--- config.mk ---
export PLATFORM = sky130hd
export DESIGN_NAME = fifo_prefill_reader
export DESIGN_NICKNAME = d
export VERILOG_FILES = /design/src/rtl/fifo_prefill_reader_pkg.sv /design/src/rtl/fifo_prefill_reader_skid.sv /design/src/rtl/fifo_prefill_reader.sv
export SDC_FILE = /design/constraint.sdc
export NUM_CORES = 1
export LEC_CHECK = 0
export BUFFER_PORTS_ARGS = -buffer_cell sky130_fd_sc_hd__buf_2
export CORE_ASPECT_RATIO = 1.1
export CORE_MARGIN = 2
export CORE_UTILIZATION = 49
export CTS_CLUSTER_SIZE = 28
export DETAILED_ROUTE_END_ITERATION = 8
export PLACE_DENSITY_LB_ADDON = 0.15
export SLEW_MARGIN = 20
export SYNTH_ARGS = -nofsm -noshare
export SYNTH_HDL_FRONTEND = slang
export SYNTH_SLANG_ARGS = --single-unit
--- constraint.sdc ---
create_clock -name clk -period 2.3 [get_ports clk]
set_clock_uncertainty 0.2 [all_clocks]
set_input_delay 0.115 -clock clk [delete_from_list [all_inputs] [get_ports clk]]
set_output_delay 0.115 -clock clk [all_outputs]
set_load 0.02 [all_outputs]
--- src/rtl/fifo_prefill_reader_pkg.sv ---
// rtl/fifo_prefill_reader_pkg.sv - shared state encodings and width helper for the prefill reader
// Contents:
//   state_t        reader FSM states (IDLE / STREAM / DRAIN)
//   pop_cnt_width  bits needed to hold a pop count of 0..burst_len inclusive
package fifo_prefill_reader_pkg;

  typedef enum logic [1:0] {
    ST_IDLE   = 2'd0,
    ST_STREAM = 2'd1,
    ST_DRAIN  = 2'd2
  } state_t;

  // One extra bit so the counter can reach burst_len itself, not just burst_len-1.
  function automatic int pop_cnt_width(input int burst_len);
    return $clog2(burst_len) + 1;
  endfunction

endpackage

--- src/rtl/fifo_prefill_reader_skid.sv ---
// rtl/fifo_prefill_reader_skid.sv - 2-entry valid/ready output buffer carrying {last, data}
// Ports:
//   clk, rstn              clock, asynchronous active-low reset
//   in_valid               word written this edge (caller guarantees occ < 2)
//   in_data, in_last       word and its end-of-burst tag
//   m_ready                downstream accept
//   m_valid, m_data,       registered head of the buffer; held stable while
//   m_last                 m_valid && !m_ready
//   occ                    occupancy, 0..2
module reader_skid_buf #(
  parameter int DATA_WIDTH = 8
) (
  input  logic                  clk,
  input  logic                  rstn,
  input  logic                  in_valid,
  input  logic [DATA_WIDTH-1:0] in_data,
  input  logic                  in_last,
  input  logic                  m_ready,
  output logic                  m_valid,
  output logic [DATA_WIDTH-1:0] m_data,
  output logic                  m_last,
  output logic [1:0]            occ
);

  // Second entry; only meaningful when occ == 2.
  logic [DATA_WIDTH-1:0] spare_data;
  logic                  spare_last;
  logic                  take;

  assign m_valid = (occ != 2'd0);
  assign take    = m_valid && m_ready;

  always_ff @(posedge clk or negedge rstn) begin
    if (!rstn) begin
      occ        <= 2'd0;
      m_data     <= '0;
      m_last     <= 1'b0;
      spare_data <= '0;
      spare_last <= 1'b0;
    end else begin
      case (occ)
        2'd0: begin
          if (in_valid) begin
            m_data <= in_data;
            m_last <= in_last;
            occ    <= 2'd1;
          end
        end
        2'd1: begin
          if (in_valid && take) begin
            // Head leaves and the new word replaces it: occupancy stays at 1.
            m_data <= in_data;
            m_last <= in_last;
          end else if (in_valid) begin
            spare_data <= in_data;
            spare_last <= in_last;
            occ        <= 2'd2;
          end else if (take) begin
            occ <= 2'd0;
          end
        end
        default: begin
          if (take) begin
            m_data <= spare_data;
            m_last <= spare_last;
            if (in_valid) begin
              spare_data <= in_data;
              spare_last <= in_last;
            end else begin
              occ <= 2'd1;
            end
          end
        end
      endcase
    end
  end

endmodule

--- src/rtl/fifo_prefill_reader.sv ---
// rtl/fifo_prefill_reader.sv - prefill-gated burst reader from a FWFT FIFO onto a valid/ready stream
// Ports:
//   clk, rstn         FIFO read clock, asynchronous active-low reset
//   en                level enable, lets a new burst start (sampled only in IDLE)
//   prefill_done      synchronised FIFO prefill status (sampled only in IDLE)
//   fifo_empty        FIFO empty flag
//   fifo_rd_data      FIFO head word, valid while !fifo_empty
//   fifo_rd_en        pop strobe (combinational)
//   m_valid, m_ready  output stream handshake
//   m_data, m_last    output word and end-of-burst marker
//   burst_done        one-cycle pulse after the last word of a burst is accepted
//   busy              high whenever the FSM is not idle
//   underrun_cnt      saturating count of cycles starved by an empty FIFO
module fifo_prefill_reader
  import fifo_prefill_reader_pkg::*;
#(
  parameter int DATA_WIDTH = 8,
  parameter int BURST_LEN  = 16,
  parameter int UNDERRUN_W = 16
) (
  input  logic                  clk,
  input  logic                  rstn,
  input  logic                  en,
  input  logic                  prefill_done,
  input  logic                  fifo_empty,
  input  logic [DATA_WIDTH-1:0] fifo_rd_data,
  output logic                  fifo_rd_en,
  output logic                  m_valid,
  input  logic                  m_ready,
  output logic [DATA_WIDTH-1:0] m_data,
  output logic                  m_last,
  output logic                  burst_done,
  output logic                  busy,
  output logic [UNDERRUN_W-1:0] underrun_cnt
);

  localparam int               CNT_W    = pop_cnt_width(BURST_LEN);
  localparam logic [CNT_W-1:0] LEN      = CNT_W'(BURST_LEN);
  localparam logic [CNT_W-1:0] LAST_IDX = CNT_W'(BURST_LEN - 1);

  state_t           state, state_nxt;
  logic [CNT_W-1:0] pop_cnt;
  logic [1:0]       occ;
  logic             room;
  logic             accept_last;
  logic             starved;
  logic             done_nxt;

  assign room        = (occ != 2'd2);
  assign accept_last = m_valid && m_ready && m_last;
  // A cycle is starved only when we would have popped had the FIFO held data.
  assign starved     = (state == ST_STREAM) && fifo_empty && room && (pop_cnt < LEN);
  assign busy        = (state != ST_IDLE);

  always_ff @(posedge clk or negedge rstn) begin
    if (!rstn) begin
      state <= ST_IDLE;
    end else begin
      state <= state_nxt;
    end
  end

  always_comb begin
    state_nxt  = state;
    fifo_rd_en = 1'b0;
    done_nxt   = 1'b0;
    case (state)
      ST_IDLE: begin
        if (en && prefill_done) begin
          state_nxt = ST_STREAM;
        end
      end
      ST_STREAM: begin
        fifo_rd_en = !fifo_empty && (pop_cnt < LEN) && room;
        if (fifo_rd_en && (pop_cnt == LAST_IDX)) begin
          state_nxt = ST_DRAIN;
        end
      end
      ST_DRAIN: begin
        // The last word was popped on the STREAM->DRAIN edge, so it can only
        // be accepted here; returning to IDLE guarantees an idle gap.
        if (accept_last) begin
          state_nxt = ST_IDLE;
          done_nxt  = 1'b1;
        end
      end
      default: begin
        state_nxt = ST_IDLE;
      end
    endcase
  end

  always_ff @(posedge clk or negedge rstn) begin
    if (!rstn) begin
      pop_cnt      <= '0;
      burst_done   <= 1'b0;
      underrun_cnt <= '0;
    end else begin
      burst_done <= done_nxt;
      if ((state == ST_IDLE) && (state_nxt == ST_STREAM)) begin
        pop_cnt <= '0;
      end else if (fifo_rd_en) begin
        pop_cnt <= pop_cnt + CNT_W'(1);
      end
      if (starved && (underrun_cnt != {UNDERRUN_W{1'b1}})) begin
        underrun_cnt <= underrun_cnt + UNDERRUN_W'(1);
      end
    end
  end

  reader_skid_buf #(
    .DATA_WIDTH(DATA_WIDTH)
  ) u_skid (
    .clk     (clk),
    .rstn    (rstn),
    .in_valid(fifo_rd_en),
    .in_data (fifo_rd_data),
    .in_last (pop_cnt == LAST_IDX),
    .m_ready (m_ready),
    .m_valid (m_valid),
    .m_data  (m_data),
    .m_last  (m_last),
    .occ     (occ)
  );

endmodule

# After elaboration in Yosys (flattened, before gate mapping)
# Index checks and enable logic that the tools add are counted.
dict set report totals {
  ff_bits 44
  in_bits 14
}
dict set report op_classes {
  n_eq_ne 12
  n_reduce_logical 23
  n_mux 32
  bitwise 1
  n_addsub 2
  magnitude_cmp 1
}
# op count
set ops {}
lappend ops {{$mux W8} 6}
lappend ops {{$pmux W8 S2} 2}
lappend ops {{$mux W2} 9}
lappend ops {{$add A16 B1 Y16 const B} 1}
lappend ops {{$ne A16 B16 Y1 const B} 1}
lappend ops {{$logic_and A1 B1 Y1} 12}
lappend ops {{$mux W5} 2}
lappend ops {{$mux W1} 9}
lappend ops {{$reduce_bool A2 Y1} 4}
lappend ops {{$eq A2 B1 Y1 const B} 3}
lappend ops {{$pmux W2 S3} 1}
lappend ops {{$reduce_and A3 Y1} 2}
lappend ops {{$add A5 B1 Y5 const B} 1}
lappend ops {{$eq A5 B4 Y1 const B} 1}
lappend ops {{$lt A5 B5 Y1 const B} 1}
lappend ops {{$reduce_and A5 Y1} 1}
lappend ops {{$logic_not A2 Y1} 2}
lappend ops {{$ne A2 B1 Y1 const B} 2}
lappend ops {{$ne A2 B2 Y1 const B} 2}
lappend ops {{$pmux W1 S2} 2}
lappend ops {{$pmux W2 S2} 1}
lappend ops {{$ne A3 B1 Y1 const B} 1}
lappend ops {{$ne A3 B3 Y1 const B} 1}
lappend ops {{$reduce_bool A3 Y1} 1}
lappend ops {{3 further kinds} 3}

# Depth between registers and ports, before layout
# Gate-level depths: netlist of the first run.
dict set report depth {
  word_depth 9
  mapped_depth 7
}

# By module
# Synthesis of the first run repeated with hierarchy kept, for this count alone.
dict set report hier_totals {
  cells_unflattened 201
  hier_area_um2 2257.2
}
# module cells_each seq_area_each_um2 instances area_per_inst_um2
set by_module_without_submodules {}
lappend by_module_without_submodules {fifo_prefill_reader 123 600.6 1 1252.5}
lappend by_module_without_submodules {reader_skid_buf 78 500.5 1 1004.7}

# Worst setup path before layout of the first run
# Ideal clock, no wire load.
dict set report synth_path {
  kind {reg-to-reg}
  start {reg underrun_cnt[0]}
  end {reg underrun_cnt[7]}
  synth_period_minus_slack_ns 2.228
  path_buffers 1
  t_arrival_ns 1.891
  slack_ns 0.072
  setup_ns 0.136
  path_stages_with_launch 7
  path_cell_list {dfrtp_1 > ha_1 > nand4_1 > nor4b_1 > buf_2 > nor3_1 > xor2_1}
}
dict set report synth_between {
  elab_chain_cells 2
  word_cells_on_any_way 3
  cone_classes {1 x add/sub; 1 x eq/ne; 1 x reduce/logical}
}
# element line
set synth_rtl {}
lappend synth_rtl {{from (decl)} fifo_prefill_reader.sv:34} ;# output logic [UNDERRUN_W-1:0] underrun_cnt
lappend synth_rtl {{from (signal assigned)} fifo_prefill_reader.sv:106} ;# underrun_cnt <= underrun_cnt + UNDERRUN_W'(1);
lappend synth_rtl {{parallel branches: the longest is 2 deep, another holds $add A16 B1 Y16} --}
# Parallel ways; which one is timed is not known.
# A chain may end at the register's enable or synchronous reset.

# Worst setup path after layout of the first run
dict set report layout_path {
  start {in fifo_empty}
  end {reg u_skid.spare_data[1]}
}
dict set report layout_between {
  elab_chain_cells 7
  word_cells_on_any_way 11
  cone_classes {1 x eq/ne; 5 x mux; 5 x reduce/logical}
}
# element line
set layout_rtl {}
lappend layout_rtl {{from (decl)} fifo_prefill_reader.sv:25} ;# input logic fifo_empty,
lappend layout_rtl {{$logic_not A1 Y1 (*)} fifo_prefill_reader.sv:74} ;# fifo_rd_en = !fifo_empty && (pop_cnt < LEN) && room;
lappend layout_rtl {{$logic_and A1 B1 Y1 (*) (2 in series)} fifo_prefill_reader.sv:74}
lappend layout_rtl {{$mux W1 (*)} fifo_prefill_reader.sv:67} ;# case (state)
lappend layout_rtl {{$mux W8 or $logic_and A1 B1 Y1 (tied branches)} --}
lappend layout_rtl {{$mux W8, or another cell as far along} --}
lappend layout_rtl {{$pmux W8 S2 or $reduce_and A3 Y1 (tied branches)} --}
lappend layout_rtl {{to (signal assigned)} fifo_prefill_reader_skid.sv:55} ;# spare_data <= in_data;
lappend layout_rtl {{to (signal assigned)} fifo_prefill_reader_skid.sv:67} ;# spare_data <= in_data;
lappend layout_rtl {{to (decl)} fifo_prefill_reader_skid.sv:26} ;# logic [DATA_WIDTH-1:0] spare_data;
# Mark *: on every way between the ends. The rest lies on a longest branch, timed or not. The select of a mux whose other input is x is not followed.

==> results.py, run 1 <==
metrics = {
    "detailed_routing": {
        "drcViolationCount": 0,
        "ant_nets": 0,
        "drt_first_pass_iters": 4,
        "via_per_inst": 5.35,
        "wl_per_cell_um": 14.2,
        "vias": 1551,
        "drt_iter0_markers": 119,
        "totalWireLength_mm": 4.11,
    },
    "timing": {
        "slew_violations": 0,
        "min_period_ns": 2.13,
        "setup_viol": 0,
        "max_freq_mhz": 468,
        "rsz0062_at_grt": "false",
        "tightest_slew_ns": 0.535,
        "max-slew-margin-rel_pct": 64.4,
        "hold_viol": 0,
        "final.period_utilization_pct": 92.8,
        "fin_setup_tns_ns": 0,
    },
    "die": {
        "core_area_um2": 4290,
        "die_w_um": 67.6,
        "die_area_um2": 4990,
        "die_h_um": 73.9,
        "start_util_pct": 50.8,
        "rows": 25,
        "boundaryPins": 43,
    },
    "synth": {
        "synth_warnings": 0,
        "ys_seq_area_share_pct": 50.6,
        "synth_nets": 196,
        "syn_area_um2": 2180,
        "ys_seq_elements": 44,
        "syn_avg_cell_area_um2": 12.2,
        "synth_top_area_share_pct": 50.6,
        "yosysTopAreaCell": "dfrtp_1",
        "synthCells": 179,
        "synth_cell_type_count": 37,
        "synth.area.top_cells": "dfrtp_1 51%, mux2_2 16%, xor2_1 5.6%, nand4_1 2.6%, nor4_4 2.0%",
    },
    "placement": {
        "post_dp_cell_area_um2": 2430,
        "portBuffers": 42,
        "gp_congestion": 0.739,
        "hpwl_mm": 2.93,
        "dp_cells": 271,
    },
    "clock_network": {
        "clkSinkCount": 44,
        "insertion_delay_ns": 0.30,
        "post-cts-setup-buffers": 0,
        "clkTransAtPathRegs_ns": 0.08,
        "clockBufferDepth": 2,
        "htree_levels": 2,
        "cts_tree": "done",
        "ctsResizeCount": 0,
        "cts_root_buf": "clkbuf_8",
        "hold_buffers": 11,
        "cts_buffers": 5,
    },
    "layout": {
        "layout_common_cells": "44 x dfrtp_1, 42 x buf_2, 30 x mux2_2",
        "final_common_cell": "dfrtp_1",
        "final_area_um2": 2670,
        "fin_nets": 252,
        "final_cell_count_no_fill": 290,
        "nFillCells": 353,
        "drive_gt1_share_pct": 39.4,
        "area_growth_syn_to_layout_pct": 22.7,
        "antenna_cells": 0,
    },
    "critical_path": {
        "crit_arrival_ns": 2.12,
        "cpPeakStageDelay_ns": 0.65,
        "slowest_stage": "or4_1",
        "critPathRequiredTime_ns": 2.28,
        "reg2reg_slack_ns": 0.19,
        "startpoint_type": "primary input",
        "cp_cell_sequence": "dlygate4sd3_1 > buf_2 > or4_1 > nor2_4 > mux2_2",
        "path_max_fanout": 9,
        "crit_type": "primary input to flip-flop",
        "cp-end-kind": "flip-flop",
    },
    "grt": {
        "track_usage_pct": 18.7,
        "grt_pass1_vias": 1516,
        "grtUsageMet2_pct": 32.8,
        "grt_use_met1_pct": 22.2,
        "gr-usage-met3_pct": 5.21,
        "grt_pass1_wl_mm": 7.00,
        "busiest_layer": "met2",
        "grt_max_degree": 45,
        "overflow": 0,
        "antenna_found_initial": 0,
    },
    "pwr": {
        "design_power_total_w": 0.00274,
        "peakVddDrop_uv": 529,
        "pwr_density_cell_nw_per_um2": 1030,
        "p_leak_nw": 1.23,
    },
    "min_path": {
        "hold_path_class": "primary input to flip-flop",
    },
    "outcome": {
        "outcome": "finished, final reports clean",
    },
    "job": {
        "cap_violations": 0,
    },
}
==> layout make-up <==
class                           count  area, um2  area share, %
Clock buffer                        7       96.3           3.61
Inverter                            6       23.8          0.890
Multi-Input combinational cell    121       1000           37.5
Clock inverter                      1       30.0           1.12
Tap cell                           54       67.6           2.53
Sequential cell                    44       1100           41.2
Timing Repair Buffer               57        350           13.1
==> per-stage QoR <==
stage | utilization, % | worst slack [ns] | hold slack [ns]
3_3_place_gp | 56.8 | 0.241 | 0.0178
5_1_grt | 62.3 | 0.0888 | 0.0742
2_1_floorplan | - | 0.0725 | -0.381
4_1_cts | 62.3 | 0.157 | 0.0472
3_5_place_dp | 56.8 | 0.201 | 0.0300
6_report | 62.3 | 0.165 | 0.0514
==> cell families (layout without fill, tap and decap cells) <==
| family | count (synthesis) | count (layout) | share of synthesized area [%] |
|---|---|---|---|
| AO/OA/AOI/OAI | 11 | 11 | 3.85 |
| multiplexers | 32 | 32 | 16.4 |
| flip-flops | 44 | 44 | 50.6 |
| XOR/XNOR | 15 | 15 | 6.03 |
| buffers and inverters | 14 | 71 | 3.68 |
| AND/OR/NAND/NOR | 60 | 60 | 17.7 |
| adder cells (fa/ha/maj) | 3 | 3 | 1.72 |
==> critical path, delay by kind of cell <==
kind,cells,cell delay (ns)
AND/OR/NAND/NOR,2,0.96
multiplexers,1,0.37
buffers and inverters,2,0.67
==> synthesized netlist by cell type <==
library cell	instances
buf_2	3
inv_1	5
a21oi_1	3
or3_1	2
nor3_1	8
nand2_1	9
nand3b_1	1
nor4b_1	1
mux2i_1	2
ha_1	3
mux2_2	30
o21ai_0	3
or4_1	1
nor2_1	6
or4b_4	1
clkbuf_1	2
nor3b_1	2
o22ai_4	1
o22a_1	1
a31o_2	1
dfrtp_1	44
o21a_1	1
nor4_4	2
nor2b_1	1
and4_1	2
nand2b_1	1
nor4_1	3
nor2_4	1
and3_1	5
buf_6	3
nand3_1	4
xnor2_1	1
clkinv_2	1
xor2_1	14
nor2b_4	1
nand4_1	9
a22o_1	1
==> power breakdown <==
group / switching (W) / internal, W
combinational: 0.000495 / 0.000406
sequential: 0.000193 / 0.00101
clock: 0.000256 / 0.000383
total: 0.000943 / 0.00180
==> state kept, by name (all words and copies together), names as in the netlist <==
name               flops
u_skid.m_data          8
u_skid.spare_last      1
u_skid.spare_data      8
pop_cnt                5
state                  2
u_skid.occ             2
underrun_cnt          16
burst_done             1
u_skid.m_last          1
==> final timing paths <==
| kind | startpoint | to | cells after the start |
|---|---|---|---|
| min in group asynchronous | rstn | underrun_cnt[6]$_DFFE_PN0P_ | 3 |
| min reg2reg | u_skid.spare_data[6]$_DFFE_PN0P_ | u_skid.spare_data[6]$_DFFE_PN0P_ | 1 |
| min | prefill_done | pop_cnt[2]$_DFFE_PN0P_ | 3 |
| max in group asynchronous | rstn | pop_cnt[3]$_DFFE_PN0P_ | 3 |
| max | fifo_empty | u_skid.spare_data[1]$_DFFE_PN0P_ | 5 |
| max reg2reg | state[1]$_DFF_PN0_ | u_skid.spare_data[1]$_DFFE_PN0P_ | 4 |
==> per-layer routing <==
layer | vias up | part of all wire (%)
met3 | 5 | 4.1
met5 | - | 0
met1 | 761 | 42
met4 | 0 | 1.2
met2 | 34 | 53
li1 | 751 | -
(Power assumes the default switching activity.)
==> run 2: changes to the inputs <==
Settings changed: CORE_UTILIZATION 49 to 35.
==> results.py, run 2 (synthesis gave the netlist of run 1 again) <==
metrics = {
    "outcome": {
        "outcome": "finished, final reports clean",
    },
    "layout": {
        "nFillCells": 585,
        "top_register": "underrun_cnt",
        "top_regs": "underrun_cnt x16, u_skid.m_data x8, u_skid.spare_data x8",
        "largest_reg_flops": 16,
        "final_cell_count_no_fill": 316,
        "finish.utilization_pct": 44.0,
        "final_common_cell": "dfrtp_1",
        "area_growth_syn_to_layout_pct": 22.9,
        "fin_nets": 253,
        "antenna_cells": 0,
        "layout_common_cells": "44 x dfrtp_1, 42 x buf_2, 30 x mux2_2",
        "drive_gt1_share_pct": 39.0,
    },
    "pwr": {
        "peakVddDrop_uv": 458,
        "pwr_density_cell_nw_per_um2": 956,
        "p_leak_nw": 1.22,
        "design_power_total_w": 0.00256,
    },
    "grt": {
        "antenna_found_initial": 0,
        "grt_max_degree": 24,
        "grt_pass1_wl_mm": 7.16,
        "grtUsageMet2_pct": 20.9,
        "track_usage_pct": 13.3,
        "busiest_layer": "met2",
        "grt_pass1_vias": 1508,
        "overflow": 0,
        "gr-usage-met3_pct": 3.75,
        "grt_use_met1_pct": 17.7,
    },
    "clock_network": {
        "htree_levels": 2,
        "ctsResizeCount": 0,
        "cts_tree": "done",
        "clkSinkCount": 44,
        "insertion_delay_ns": 0.29,
        "hold_buffers": 11,
        "post-cts-setup-buffers": 0,
        "cts_root_buf": "clkbuf_8",
        "clkTransAtPathRegs_ns": 0.08,
        "cts_buffers": 5,
        "clockBufferDepth": 2,
    },
    "critical_path": {
        "cp-end-kind": "flip-flop",
        "path_max_fanout": 9,
        "crit_type": "primary input to flip-flop",
        "critPathRequiredTime_ns": 2.28,
        "startpoint_type": "primary input",
        "crit_arrival_ns": 2.12,
    },
    "job": {
        "cap_violations": 0,
    },
    "placement": {
        "hpwl_mm": 2.99,
        "portBuffers": 42,
        "gp_congestion": 0.740,
        "dp_cells": 298,
    },
    "die": {
        "die_h_um": 86.7,
        "die_w_um": 79.2,
        "rows": 30,
        "start_util_pct": 35.8,
        "die_area_um2": 6870,
        "boundaryPins": 43,
        "core_area_um2": 6080,
    },
    "timing": {
        "max-slew-margin-rel_pct": 64.3,
        "rsz0062_at_grt": "false",
        "hold_viol": 0,
        "final.period_utilization_pct": 93.2,
        "max_freq_mhz": 467,
        "fin_setup_tns_ns": 0,
        "tightest_slew_ns": 0.535,
        "setup_viol": 0,
        "slew_violations": 0,
        "min_period_ns": 2.14,
    },
    "detailed_routing": {
        "wl_per_cell_um": 13.1,
        "ant_nets": 0,
        "drt_iter0_markers": 113,
        "totalWireLength_mm": 4.15,
        "via_per_inst": 4.90,
        "drcViolationCount": 0,
        "drt_first_pass_iters": 4,
        "vias": 1549,
    },
    "min_path": {
        "hold_path_class": "primary input to flip-flop",
    },
}
==> run 2: cell count changes in the layout (fill, tap and decap cells not counted) <==
cell and delta:
bufinv_16 -1, clkinv_2 +1, clkbuf_1 +1, buf_12 +1
clkbuf_8 -2
==> run 2: routing by layer <==
metal	wire, um	share of wire (%)	up-vias
met5	0	0	-
met4	61	1.5	0
met3	214	5.2	7
met2	1960	47	38
met1	1910	46	752
li1	-	-	752
==> run 2: where the power goes <==
part	leakage (nW)	internal (W)	switching [W]
combinational	0.632	0.000409	0.000490
clock	0.0410	0.000207	0.000250
sequential	0.543	0.00101	0.000193
==> run 2: worst paths after layout <==
kind	start	to	slack [ns]	depth (start not counted)
worst max-delay path	fifo_empty	u_skid.spare_data[6]$_DFFE_PN0P_	0.16	5
max in group asynchronous	rstn	u_skid.spare_data[2]$_DFFE_PN0P_	1.26	3
worst max register to register	state[1]$_DFF_PN0_	u_skid.spare_data[6]$_DFFE_PN0P_	0.18	4
worst min-delay path	prefill_done	pop_cnt[2]$_DFFE_PN0P_	0.05	3
worst min register to register	underrun_cnt[15]$_DFFE_PN0P_	underrun_cnt[15]$_DFFE_PN0P_	0.30	1
min in group asynchronous	rstn	underrun_cnt[9]$_DFFE_PN0P_	0.13	2
==> run 2: cell type report <==
cell class / count / area (um2) / area share (%)
clock inverters: 1 / 5.00 / 0.187
well taps: 80 / 100 / 3.74
flip-flops and latches: 44 / 1100 / 41.2
multi-input cells: 121 / 1000 / 37.5
inverters: 6 / 23.8 / 0.889
repair buffers: 58 / 370 / 13.8
clock buffers: 6 / 72.6 / 2.71
==> run 2: per-stage QoR <==
step | hold slack, ns | cell area, um2 | setup slack, ns
floorplan | -0.381 | 2180 | 0.0725
global placement | -0.0639 | 2490 | 0.221
detailed placement | -0.0693 | 2490 | 0.185
CTS | 0.0563 | 2680 | 0.152
global route | 0.0946 | 2680 | 0.0550
finish | 0.0541 | 2680 | 0.157
==> run 2: worst max-delay path, stage by stage <==
cell	delay [ns]
dlygate4sd3_1	0.53
buf_2	0.14
or4_1	0.65
nor2_4	0.31
mux2_2	0.38
==> run 3: changes to the inputs <==
Clock period 2.3 ns to 2.4 ns, I/O delays scaled along.
==> results.py, run 3 (synthesis gave the netlist of run 1 again) <==
metrics = {
    "clock_network": {
        "post-cts-setup-buffers": 0,
        "clkSinkCount": 44,
        "htree_levels": 2,
        "cts_root_buf": "clkbuf_8",
        "cts_tree": "done",
        "clkTransAtPathRegs_ns": 0.08,
        "ctsResizeCount": 0,
        "cts_buffers": 5,
        "insertion_delay_ns": 0.29,
        "clockBufferDepth": 2,
    },
    "grt": {
        "overflow": 0,
        "grt_pass1_vias": 1485,
        "grt_pass1_wl_mm": 7.15,
        "grt_max_degree": 45,
        "track_usage_pct": 13.2,
        "antenna_found_initial": 0,
    },
    "layout": {
        "area_growth_syn_to_layout_pct": 22.0,
        "nFillCells": 606,
        "largest_reg_flops": 16,
        "drive_gt1_share_pct": 38.7,
        "top_regs": "underrun_cnt x16, u_skid.m_data x8, u_skid.spare_data x8",
        "final_common_cell": "dfrtp_1",
        "top_register": "underrun_cnt",
        "fin_nets": 252,
        "final_cell_count_no_fill": 315,
        "layout_common_cells": "44 x dfrtp_1, 42 x buf_2, 30 x mux2_2",
        "antenna_cells": 0,
    },
    "timing": {
        "holdWs_ns": 0.0868,
        "max-slew-margin-rel_pct": 62.9,
        "fin_setup_tns_ns": 0,
        "final.period_utilization_pct": 92.2,
        "slew_violations": 0,
        "max_freq_mhz": 452,
        "setup_viol": 0,
        "tightest_slew_ns": 0.556,
        "hold_viol": 0,
        "min_period_ns": 2.21,
        "rsz0062_at_grt": "false",
    },
    "critical_path": {
        "critPathRequiredTime_ns": 2.38,
        "path_max_fanout": 9,
        "cp-end-kind": "flip-flop",
        "crit_arrival_ns": 2.19,
        "startpoint_type": "primary input",
        "r2r_cells": 4,
        "crit_type": "primary input to flip-flop",
        "rr_startpoint": "state[1]$_DFF_PN0_",
        "reg2reg_slack_ns": 0.19,
        "reg2reg_to": "u_skid.spare_data[4]$_DFFE_PN0P_",
    },
    "die": {
        "die_h_um": 86.7,
        "core_area_um2": 6080,
        "die_area_um2": 6870,
        "die_w_um": 79.2,
        "rows": 30,
        "start_util_pct": 35.8,
        "boundaryPins": 43,
    },
    "detailed_routing": {
        "ant_nets": 0,
        "wl_per_cell_um": 13.2,
        "vias": 1530,
        "totalWireLength_mm": 4.14,
        "drt_iter0_markers": 77,
        "drcViolationCount": 0,
        "drt_first_pass_iters": 4,
        "via_per_inst": 4.86,
    },
    "placement": {
        "gp_congestion": 0.721,
        "portBuffers": 42,
        "dp_cells": 297,
        "hpwl_mm": 2.90,
    },
    "pwr": {
        "peakVddDrop_uv": 425,
        "pwr_density_cell_nw_per_um2": 923,
        "p_leak_nw": 1.21,
        "design_power_total_w": 0.00245,
    },
    "min_path": {
        "hold_path_class": "primary input to flip-flop",
        "hold_depth": 3,
        "min_from": "prefill_done",
        "whs_endpoint": "pop_cnt[2]$_DFFE_PN0P_",
    },
    "job": {
        "cap_violations": 0,
    },
    "outcome": {
        "outcome": "finished, final reports clean",
    },
}
## run 3: layer usage
| layer | wire length [um] | track usage [%] | vias to the layer above | share of wire, % |
|---|---|---|---|---|
| li1 | - | - | 747 | - |
| met4 | 55 | 4.23 | 0 | 1.3 |
| met1 | 2000 | 18.2 | 744 | 48 |
| met3 | 191 | 3.54 | 5 | 4.6 |
| met2 | 1890 | 20.4 | 34 | 46 |
| met5 | 0 | 0 | - | 0 |
## run 3: cell type report
cell class	instances	area [um2]	share of cell area [%]
clock buffer	6	72.6	2.73
tap	80	100	3.77
sequential	44	1100	41.5
inverter	6	23.8	0.895
multi-input combinational	121	1000	37.7
timing repair buffer	57	350	13.2
clock inverter	1	5.00	0.189
## run 3: metrics by stage
stage | instance area, um2 | util, % | worst slack [ns]
after floorplan | 2180 | - | 0.172
after global placement | 2470 | 40.6 | 0.227
after detailed placement | 2470 | 40.6 | 0.195
after CTS | 2660 | 43.7 | 0.175
after global routing | 2660 | 43.7 | 0.0674
final | 2660 | 43.7 | 0.186
## run 3: worst max-delay path by stage
stage | to | slack, ns | from
3_3_place_gp | u_skid.spare_data[1]$_DFFE_PN0P_ | 0.23 | state[1]$_DFF_PN0_
6_report | u_skid.spare_data[4]$_DFFE_PN0P_ | 0.19 | fifo_empty
4_1_cts | u_skid.spare_data[4]$_DFFE_PN0P_ | 0.17 | fifo_empty
5_1_grt | u_skid.m_data[0]$_DFFE_PN0P_ | 0.07 | u_skid.occ[0]$_DFFE_PN0P_
2_1_floorplan | underrun_cnt[7]$_DFFE_PN0P_ | 0.17 | underrun_cnt[0]$_DFFE_PN0P_
3_5_place_dp | u_skid.spare_data[3]$_DFFE_PN0P_ | 0.20 | state[1]$_DFF_PN0_
## run 3: worst max-delay path, cell delays in order
cell	delay [ns]
dlygate4sd3_1	0.53
buf_2	0.14
or4_1	0.72
nor2_4	0.32
mux2_2	0.37
## run 3: repair_timing
| action | in CTS | in global routing |
|---|---|---|
| setup endpoints to repair | 0 | 0 |
| endpoints found under the hold margin | 59 | 0 |
| hold buffers | 11 | 0 |
## run 3: where the power goes
group	leakage [nW]	internal [W]	total (W)	switching (W)
clock network	0.0410	0.000198	0.000444	0.000246
logic	0.623	0.000385	0.000854	0.000469
registers	0.543	0.000966	0.00115	0.000187
